### src/rtl/guess_entry_ctrl.sv
// guess_entry_ctrl: builds a 5-letter guess from debounced button pulses,
// offers it to the word checker over valid/ready, counts guesses, locks out.
//
// Ports:
//   logicclk     system clock, rising edge
//   clr          asynchronous active-high reset
//   btn_up/down  1-cycle pulses: change the letter under the cursor
//   btn_left/right 1-cycle pulses: move the cursor (saturating 0..4)
//   btn_enter    1-cycle pulse: submit the guess
//   game_won     checker reports a win (honoured only while editing)
//   guess_ready  checker accepts the offered guess this cycle
//   guess_word   slot 0 in [4:0] .. slot 4 in [24:20]
//   cursor       active slot 0..4
//   guess_valid  guess_word is frozen and offered to the checker
//   guess_count  accepted submissions so far
//   locked       input locked out (win or guess limit)
//
// Optional feature macro RETAIN_GUESS_EN: when defined, an accepted guess
// stays in the buffer as the starting point for the next one; otherwise
// the buffer is cleared to all 'A'.

module guess_entry_ctrl #(
    parameter int MAX_GUESSES = 6,
    parameter int LETTER_MAX  = 25
) (
    input  logic        logicclk,
    input  logic        clr,
    input  logic        btn_up,
    input  logic        btn_down,
    input  logic        btn_left,
    input  logic        btn_right,
    input  logic        btn_enter,
    input  logic        game_won,
    input  logic        guess_ready,
    output logic [24:0] guess_word,
    output logic [2:0]  cursor,
    output logic        guess_valid,
    output logic [2:0]  guess_count,
    output logic        locked
);

    typedef enum logic [1:0] {
        EDIT   = 2'd0,
        SUBMIT = 2'd1,
        LOCKED = 2'd2
    } state_t;

    localparam logic [4:0] LMAX     = 5'(LETTER_MAX);
    localparam logic [2:0] MAXG     = 3'(MAX_GUESSES);
    localparam logic [2:0] CUR_LAST = 3'd4;

    state_t     state_q, state_d;
    logic [4:0] let_q [5];
    logic [4:0] let_d [5];
    logic [2:0] cursor_q, cursor_d;
    logic [2:0] count_q, count_d;

    logic [4:0] cur_let;
    logic [4:0] new_let;
    logic       horiz, vert;
    logic       act_won, act_enter, act_horiz, act_vert;
    logic [2:0] count_inc;

    // One-hot action decode: win beats enter beats horizontal beats
    // vertical. Opposing pulses still claim their priority slot, so
    // left+right swallows up/down in the same cycle.
    assign horiz     = btn_left | btn_right;
    assign vert      = btn_up ^ btn_down;
    assign act_won   = game_won;
    assign act_enter = ~game_won & btn_enter;
    assign act_horiz = ~game_won & ~btn_enter & horiz;
    assign act_vert  = ~game_won & ~btn_enter & ~horiz & vert;

    assign count_inc = count_q + 3'd1;

    always_comb begin
        cur_let = let_q[0];
        for (int i = 0; i < 5; i++) begin
            if (cursor_q == 3'(i)) begin
                cur_let = let_q[i];
            end
        end
    end

    always_comb begin
        new_let = cur_let;
        if (btn_up) begin
            new_let = (cur_let == LMAX) ? 5'd0 : cur_let + 5'd1;
        end else begin
            new_let = (cur_let == 5'd0) ? LMAX : cur_let - 5'd1;
        end
    end

    always_comb begin
        state_d  = state_q;
        cursor_d = cursor_q;
        count_d  = count_q;
        for (int i = 0; i < 5; i++) begin
            let_d[i] = let_q[i];
        end

        unique case (state_q)
            EDIT: begin
                unique case (1'b1)
                    act_won:   state_d = LOCKED;
                    act_enter: state_d = SUBMIT;
                    act_horiz: begin
                        if (btn_left && !btn_right && cursor_q != 3'd0) begin
                            cursor_d = cursor_q - 3'd1;
                        end
                        if (btn_right && !btn_left && cursor_q != CUR_LAST) begin
                            cursor_d = cursor_q + 3'd1;
                        end
                    end
                    act_vert: begin
                        for (int i = 0; i < 5; i++) begin
                            if (cursor_q == 3'(i)) begin
                                let_d[i] = new_let;
                            end
                        end
                    end
                    default: ;
                endcase
            end

            // guess_valid is high for the whole of SUBMIT, so ready alone
            // completes the handshake here.
            SUBMIT: begin
                if (guess_ready) begin
                    count_d  = count_inc;
                    cursor_d = 3'd0;
`ifndef RETAIN_GUESS_EN
                    for (int i = 0; i < 5; i++) begin
                        let_d[i] = 5'd0;
                    end
`endif
                    state_d = (count_inc == MAXG) ? LOCKED : EDIT;
                end
            end

            LOCKED: ;

            default: state_d = EDIT;
        endcase
    end

    always_ff @(posedge logicclk or posedge clr) begin
        if (clr) begin
            state_q  <= EDIT;
            cursor_q <= 3'd0;
            count_q  <= 3'd0;
            for (int i = 0; i < 5; i++) begin
                let_q[i] <= 5'd0;
            end
        end else begin
            state_q  <= state_d;
            cursor_q <= cursor_d;
            count_q  <= count_d;
            for (int i = 0; i < 5; i++) begin
                let_q[i] <= let_d[i];
            end
        end
    end

    // Outputs decode straight from flops; guess_valid falls with clr
    // because the state register resets asynchronously.
    assign guess_word  = {let_q[4], let_q[3], let_q[2], let_q[1], let_q[0]};
    assign cursor      = cursor_q;
    assign guess_count = count_q;
    assign guess_valid = (state_q == SUBMIT);
    assign locked      = (state_q == LOCKED);

endmodule

### config.mk
export PLATFORM = sky130hd
export DESIGN_NAME = guess_entry_ctrl
export DESIGN_NICKNAME = d
export VERILOG_FILES = /design/src/rtl/guess_entry_ctrl.sv
export SDC_FILE = /design/constraint.sdc
export NUM_CORES = 1
export LEC_CHECK = 0
export CAP_MARGIN = 20
export CELL_PAD_IN_SITES_DETAIL_PLACEMENT = 1
export CELL_PAD_IN_SITES_GLOBAL_PLACEMENT = 1
export CORE_UTILIZATION = 36
export CTS_CLUSTER_DIAMETER = 50
export DETAILED_ROUTE_END_ITERATION = 8
export PLACE_DENSITY_LB_ADDON = 0.2
export SYNTH_ARGS = -nofsm -noshare
export SYNTH_HDL_FRONTEND = slang
export SYNTH_SLANG_ARGS = --single-unit
### constraint.sdc
create_clock -name logicclk -period 2.76 [get_ports logicclk]
set_input_delay 0.552 -clock logicclk [delete_from_list [all_inputs] [get_ports logicclk]]
set_output_delay 0.552 -clock logicclk [all_outputs]
set_load 0.005 [all_outputs]
==> flow_metrics.py, run 1 <==
metrics = {
    "route": {
        "viasPerCell": 5.22,
        "num_vias": 2046,
        "drt-total-wl_um": 7080,
        "first_pass_iters": 4,
        "drtIter0Drc": 38,
        "post_drt_wl_per_cell_um": 18.1,
        "ant_nets": 0,
        "drc": 0,
    },
    "status": {
        "outcome": "complete, but fails checks",
        "violations": "negative setup slack",
    },
    "cts": {
        "clk_path_buf_depth": 2,
        "cts_sinks": 33,
        "cts_tree": "built",
        "path_clk_slew_ps": 70,
        "htree_levels": 2,
        "cts_made_buffers": 5,
        "cts.root.buffer_cell": "clkbuf_8",
        "cts_hold_buf": 0,
        "clock_latency_ps": 280,
    },
    "setup_path": {
        "arrival_ps": 3090,
        "cp-startpoint": "cursor[1]",
        "r2r_slack_ps": -100,
        "r2r_cells": 11,
        "r2r-start": "cursor[1]",
        "required_ps": 2990,
        "rr_endpoint": "guess_word[0]",
        "critical_path.cell_chain": "buf_6 -> ha_4 -> or4b_4 -> o221ai_4 -> a21oi_2 -> inv_2 -> ha_2 -> inv_2 -> or4_4 -> a221oi_4 -> mux2_4",
        "critical-path-slowest-cell": "or4b_4",
        "worst_setup_path_start_kind": "flop",
        "crit_end": "guess_word[0]",
        "cp_slowest_stage_delay_ps": 500,
        "crit_type": "flop to flop",
        "crit_top_cell": "inv_2",
        "worst_setup_path_end_kind": "flop",
        "worstPathMaxFanout": 5,
    },
    "sta": {
        "tightest_slew_ps": 428,
        "min_period_ps": 2860,
        "setup_viol": 14,
        "max_freq_mhz": 350,
        "rsz0062_at_grt": "true",
        "finClkSkew_ps": 7.88,
        "slew_viol_final": 0,
        "maxSlewHeadroom_pct": 71.1,
        "setup_ws_ps": -99.5,
        "fin_crit_sh_pct": 104,
        "holdWs_ps": 518,
        "finalHoldViolCount": 0,
    },
    "die": {
        "io_pins": 42,
        "die-area_um2": 6550,
        "fp.dieW_um": 81.0,
        "fp.coreArea_um2": 5960,
        "start_util_pct": 37.7,
        "die_h_um": 81.0,
        "rows": 28,
    },
    "power_and_ir_drop": {
        "seqPwrFrac_pct": 24.8,
        "ir_drop_mv": 0.433,
        "intPower_w": 0.00155,
        "power_frac_comb_pct": 55.7,
        "leakagePower_nw": 1.46,
        "p_sw_w": 0.000924,
        "switching_share_pct": 37.3,
        "clockPowerShare_pct": 19.5,
        "p_per_area_nw_per_um2": 712,
    },
    "job": {
        "maxCapViolations": 0,
    },
    "synth": {
        "synth_edf_count": 0,
        "syn_area_per_cell_um2": 10.1,
        "yosys.cell_types.count": 58,
        "yosysWarnings": 0,
        "syn-cell-area_um2": 2240,
        "async_reset_ff_share_pct": 100,
        "synth_ff_type": "dfrtp_1",
        "synth-seq-cells": 33,
        "syn-num-nets": 243,
        "yosysSeqAreaShare_pct": 36.8,
        "synthCells": 223,
    },
    "cells_and_area": {
        "area_growth_pct": 55.1,
        "nFillCells": 667,
        "num_antenna_cells": 0,
        "drive_gt1_share_pct": 39.7,
        "final_nets": 336,
        "finish.utilization_pct": 58.4,
    },
    "place": {
        "numPortBuffers": 41,
        "gp_congestion": 0.872,
        "dpl.hpwl_um": 5410,
    },
    "global_route": {
        "globalRouteTotalUtil_pct": 22.9,
        "overflow": 0,
        "grt_max_degree": 34,
        "grt_antenna_before_repair": 0,
        "grt_pass1_wl_um": 11000,
        "grt_pass1_vias": 2100,
    },
    "min_path": {
        "min_path_type": "flop to flop",
    },
}
registers in the layout (all words and copies together), names as in the netlist:
register and cells:
cursor 3, guess_word 25, state_q 2, guess_count 3
cell usage in the layout (no fill, tap or decap), types with 3 or more instances in the layout:
master / instances
clkbuf_8: 6
inv_1: 13
nor2_1: 5
ha_1: 5
clkdlybuf4s50_1: 41
o31ai_4: 3
mux2_4: 9
mux2_2: 8
dfrtp_1: 31
nor2b_1: 5
mux2i_1: 3
nand3b_1: 4
o21ai_0: 8
xor2_1: 3
buf_4: 50
nand3_1: 4
a21oi_1: 4
o21ai_1: 3
ha_4: 4
nand2b_1: 9
nand2_1: 24
inv_2: 5
a21oi_2: 4
o31ai_2: 3
power by group through the flow:
stage	sequential (W)	combinational (W)	clock, W
after global placement	0.000616	0.00112	0
after global routing	0.000621	0.00149	0.000513
final	0.000613	0.00138	0.000483
after detailed placement	0.000618	0.00115	0
after CTS	0.000612	0.00123	0.000491
after floorplan	0.000605	0.000638	0
critical path, delay by kind of cell (launching register included):
kind	cells	cell delay [ps]
buffers and inverters	3	260
muxes	1	210
and+or+nand+nor	2	950
adders and majority gates	2	350
AOI/OAI and AO/OA	3	590
DFF	1	430
metal layers:
layer,routed length [µm],up-vias,GRT usage (%),part of all wire [%]
li1,-,1006,-,-
met1,3470,1003,30.3,49
met2,3380,33,39.0,48
met3,183,4,3.93,2.6
met4,45,0,4.82,0.64
met5,0,-,0,0
how the worst min path moves through the flow:
stage | startpoint | endpoint | slack [ps] | depth (start not counted)
finish | guess_count[2] | guess_count[2] | 520 | 1
floorplan | guess_word[23] | guess_word[23] | 480 | 2
detailed placement | guess_count[2] | guess_count[2] | 510 | 1
CTS | guess_count[2] | guess_count[2] | 520 | 1
global route | guess_count[2] | guess_count[2] | 540 | 1
global placement | guess_word[4] | guess_word[4] | 500 | 2
Yosys cell counts (2+ instances only):
master / instances / share of area [%]
dfrtp_1: 33 / 37
nand2_1: 24 / 4.0
inv_1: 19 / 3.2
mux2_2: 17 / 8.5
ha_1: 11 / 6.1
nand2b_1: 10 / 2.8
a21oi_1: 8 / 1.8
o21ai_0: 8 / 1.8
o31ai_1: 8 / 2.7
nor2_1: 5 / 0.84
nor2b_1: 5 / 1.4
mux2i_1: 4 / 1.8
nand3_1: 4 / 0.89
nand3b_1: 4 / 1.3
o32ai_1: 4 / 1.6
buf_6: 3 / 1.5
clkbuf_1: 3 / 0.50
nor3_1: 3 / 0.67
o21ai_1: 3 / 0.67
o221ai_1: 3 / 1.2
xor2_1: 3 / 1.2
a31oi_1: 2 / 0.56
nand4bb_1: 2 / 1.0
or4b_1: 2 / 0.89
xnor2_1: 2 / 0.78
stage by stage:
stage	area, µm²	cells	total power (W)	setup TNS, ps	worst slack [ps]
after floorplan	2300	223	0.00124	-191	-38.2
final	3480	392	0.00248	-767	-99.5
after global placement	3100	378	0.00173	-868	-89.3
after global routing	3480	392	0.00262	-2590	-209
after detailed placement	3100	378	0.00177	-2780	-253
after CTS	3300	389	0.00233	-432	-71.7
cell type report:
| cell class | count | area, µm² | area share [%] |
|---|---|---|---|
| multi-input combinational | 164 | 1560 | 44.7 |
| sequential | 33 | 828 | 23.8 |
| timing repair buffer | 93 | 808 | 23.2 |
| tap | 75 | 93.8 | 2.70 |
| clock buffer | 6 | 82.6 | 2.37 |
| inverter | 19 | 73.8 | 2.12 |
| clock inverter | 2 | 37.5 | 1.08 |
logic make-up after synthesis:
family,Yosys count,share of synthesized area [%]
AND/OR/NAND/NOR,71,18.6
flip-flops,33,36.8
multiplexers,21,10.3
XOR/XNOR,5,1.95
adder cells (fa/ha/maj),11,6.13
AO/OA/AOI/OAI,56,20.9
buffers and inverters,26,5.35
repair_timing:
action,CTS,global route
pin swaps,3,13
cloned,0,0
gates resized for setup,14,31
setup buffers,3,3
endpoints found under the setup margin,25,25
(Power assumes the default switching activity.)
==> inputs of run 2 (changes only) <==
--- a/config.mk
+++ b/config.mk
@@ -8,7 +8,7 @@
 export CAP_MARGIN = 20
 export CELL_PAD_IN_SITES_DETAIL_PLACEMENT = 1
 export CELL_PAD_IN_SITES_GLOBAL_PLACEMENT = 1
-export CORE_UTILIZATION = 36
+export CORE_UTILIZATION = 37
 export CTS_CLUSTER_DIAMETER = 50
 export DETAILED_ROUTE_END_ITERATION = 8
 export PLACE_DENSITY_LB_ADDON = 0.2
==> constraint.sdc (replaced) <==
create_clock -name logicclk -period 3.15 [get_ports logicclk]
set_input_delay 0.63 -clock logicclk [delete_from_list [all_inputs] [get_ports logicclk]]
set_output_delay 0.63 -clock logicclk [all_outputs]
set_load 0.005 [all_outputs]
==> run 2 against run 1 <==
Against the previous run: the run now ends clean; sequential power down 13%; worst hold slack worse by 5.8 ps; core utilization down 7.6 points; routed wire length down 9.5%; global-route usage down 1.8 points; clock skew down 0.55 ps; via count down 6.1%; first-iteration DRC count up 53%; clock power down 34%.
==> flow_metrics.py, run 2 (synthesized netlist as in run 1, its figures left out) <==
metrics = {
    "setup_path": {
        "cp-startpoint": "cursor[0]",
        "rr_endpoint": "guess_word[0]",
        "required_ps": 3380,
        "r2r_slack_ps": 140,
        "crit_end": "guess_word[0]",
        "r2r-start": "cursor[0]",
        "worst_setup_path_end_kind": "flop",
        "arrival_ps": 3240,
        "worst_setup_path_start_kind": "flop",
        "crit_type": "flop to flop",
        "r2r_cells": 11,
        "worstPathMaxFanout": 7,
    },
    "sta": {
        "finClkSkew_ps": 7.33,
        "maxSlewHeadroom_pct": 62.9,
        "slew_viol_final": 0,
        "finalHoldViolCount": 0,
        "setup_viol": 0,
        "fin_crit_sh_pct": 95.7,
        "max_freq_mhz": 332,
        "min_period_ps": 3010,
        "tightest_slew_ps": 555,
    },
    "route": {
        "num_vias": 1922,
        "drc": 0,
        "post_drt_wl_per_cell_um": 17.7,
        "ant_nets": 0,
        "viasPerCell": 5.32,
        "drtIter0Drc": 58,
        "first_pass_iters": 4,
        "drt-total-wl_um": 6400,
    },
    "power_and_ir_drop": {
        "p_sw_w": 0.000673,
        "p_per_area_nw_per_um2": 577,
        "intPower_w": 0.00105,
        "leakagePower_nw": 1.26,
        "clockPowerShare_pct": 18.5,
        "switching_share_pct": 39.0,
        "power_frac_comb_pct": 50.6,
        "ir_drop_mv": 0.307,
        "seqPwrFrac_pct": 31.0,
    },
    "die": {
        "die-area_um2": 6380,
        "rows": 28,
        "io_pins": 42,
        "die_h_um": 79.9,
        "fp.dieW_um": 79.9,
        "start_util_pct": 38.1,
        "fp.coreArea_um2": 5890,
    },
    "cts": {
        "clock_latency_ps": 290,
        "cts_tree": "built",
        "cts.root.buffer_cell": "clkbuf_8",
        "clk_path_buf_depth": 2,
        "cts_sinks": 33,
        "cts_made_buffers": 5,
        "htree_levels": 2,
        "path_clk_slew_ps": 80,
        "cts_hold_buf": 0,
    },
    "global_route": {
        "grt_pass1_wl_um": 10000,
        "grt_pass1_vias": 1915,
        "globalRouteTotalUtil_pct": 21.1,
        "overflow": 0,
        "grt_antenna_before_repair": 0,
        "grt_max_degree": 34,
    },
    "cells_and_area": {
        "final_nets": 305,
        "layout_common_cells": "41 x clkdlybuf4s50_1, 32 x dfrtp_1, 24 x nand2_1",
        "multi_input_area_um2": 1350,
        "regArea_um2": 827,
        "final_area_um2": 3000,
        "num_antenna_cells": 0,
        "drive_gt1_share_pct": 24.1,
        "final_common_cell": "clkdlybuf4s50_1",
        "area_growth_pct": 33.4,
        "instances_no_fill": 361,
        "nFillCells": 687,
        "largest_reg_flops": 25,
    },
    "job": {
        "maxCapViolations": 0,
    },
    "min_path": {
        "min_path_type": "flop to flop",
    },
    "place": {
        "placed_area_um2": 2840,
        "gp_congestion": 0.870,
        "numPortBuffers": 41,
        "dpl.hpwl_um": 4950,
        "dp_cells": 351,
    },
    "status": {
        "outcome": "completed",
    },
}
-- run 2: stage by stage --
step / power (W) / hold slack (ps) / setup WS [ps] / TNS, ps / utilization (%)
floorplan: 0.00106 / 484 / 139 / 0 / -
global placement: 0.00136 / 503 / 108 / 0 / 48.3
detailed placement: 0.00138 / 512 / 34.6 / 0 / 48.3
CTS: 0.00170 / 523 / 5.44 / 0 / 49.7
global route: 0.00184 / 559 / -44.3 / -222 / 50.9
finish: 0.00173 / 512 / 136 / 0 / 50.9
-- run 2: cell type report --
type	count	area share, %
multi-input cells	164	45.2
flip-flops and latches	33	27.6
repair buffers	62	19.0
well taps	75	3.13
clock buffers	6	2.42
inverters	19	2.38
clock inverters	2	0.334
-- run 2: worst min-delay path by stage --
stage                   startpoint        endpoint  slack [ps]  cells after the start
floorplan           guess_word[23]  guess_word[23]         480                      2
global placement    guess_word[23]  guess_word[23]         500                      2
detailed placement  guess_count[2]  guess_count[2]         510                      1
CTS                 guess_count[2]  guess_count[2]         520                      1
global route        guess_count[2]  guess_count[2]         560                      1
finish              guess_count[2]  guess_count[2]         510                      1
-- run 2: metal layers --
layer  routed length [µm]  global-route usage [%]  vias to the layer above  part of all wire, %
li1                     -                       -                      940                    -
met1                 3150                    29.1                      933                   49
met2                 2960                    33.2                       42                   46
met3                  220                    4.23                        7                  3.4
met4                   72                    6.07                        0                  1.1
met5                    0                       0                        -                    0
-- run 2: what timing repair did --
action | 4_1_cts | 5_1_grt
endpoints found under the setup margin | 0 | 22
resized for setup | 0 | 16
setup buffers | 0 | 2
-- run 2: worst max-delay path: stages (launching register included) --
cell	delay, ps
dfrtp_1	400
inv_1	100
ha_2	230
or4b_1	490
o221ai_2	110
a21oi_2	90
inv_1	90
ha_1	180
inv_2	70
or4_4	560
a221oi_4	410
mux2_4	220
-- run 2: power groups by stage --
stage	registers (W)	clock network (W)	logic (W)
after floorplan	0.000528	0	0.000533
after global placement	0.000538	0	0.000819
after detailed placement	0.000540	0	0.000835
after CTS	0.000533	0.000326	0.000840
after global routing	0.000542	0.000345	0.000956
final	0.000535	0.000319	0.000874
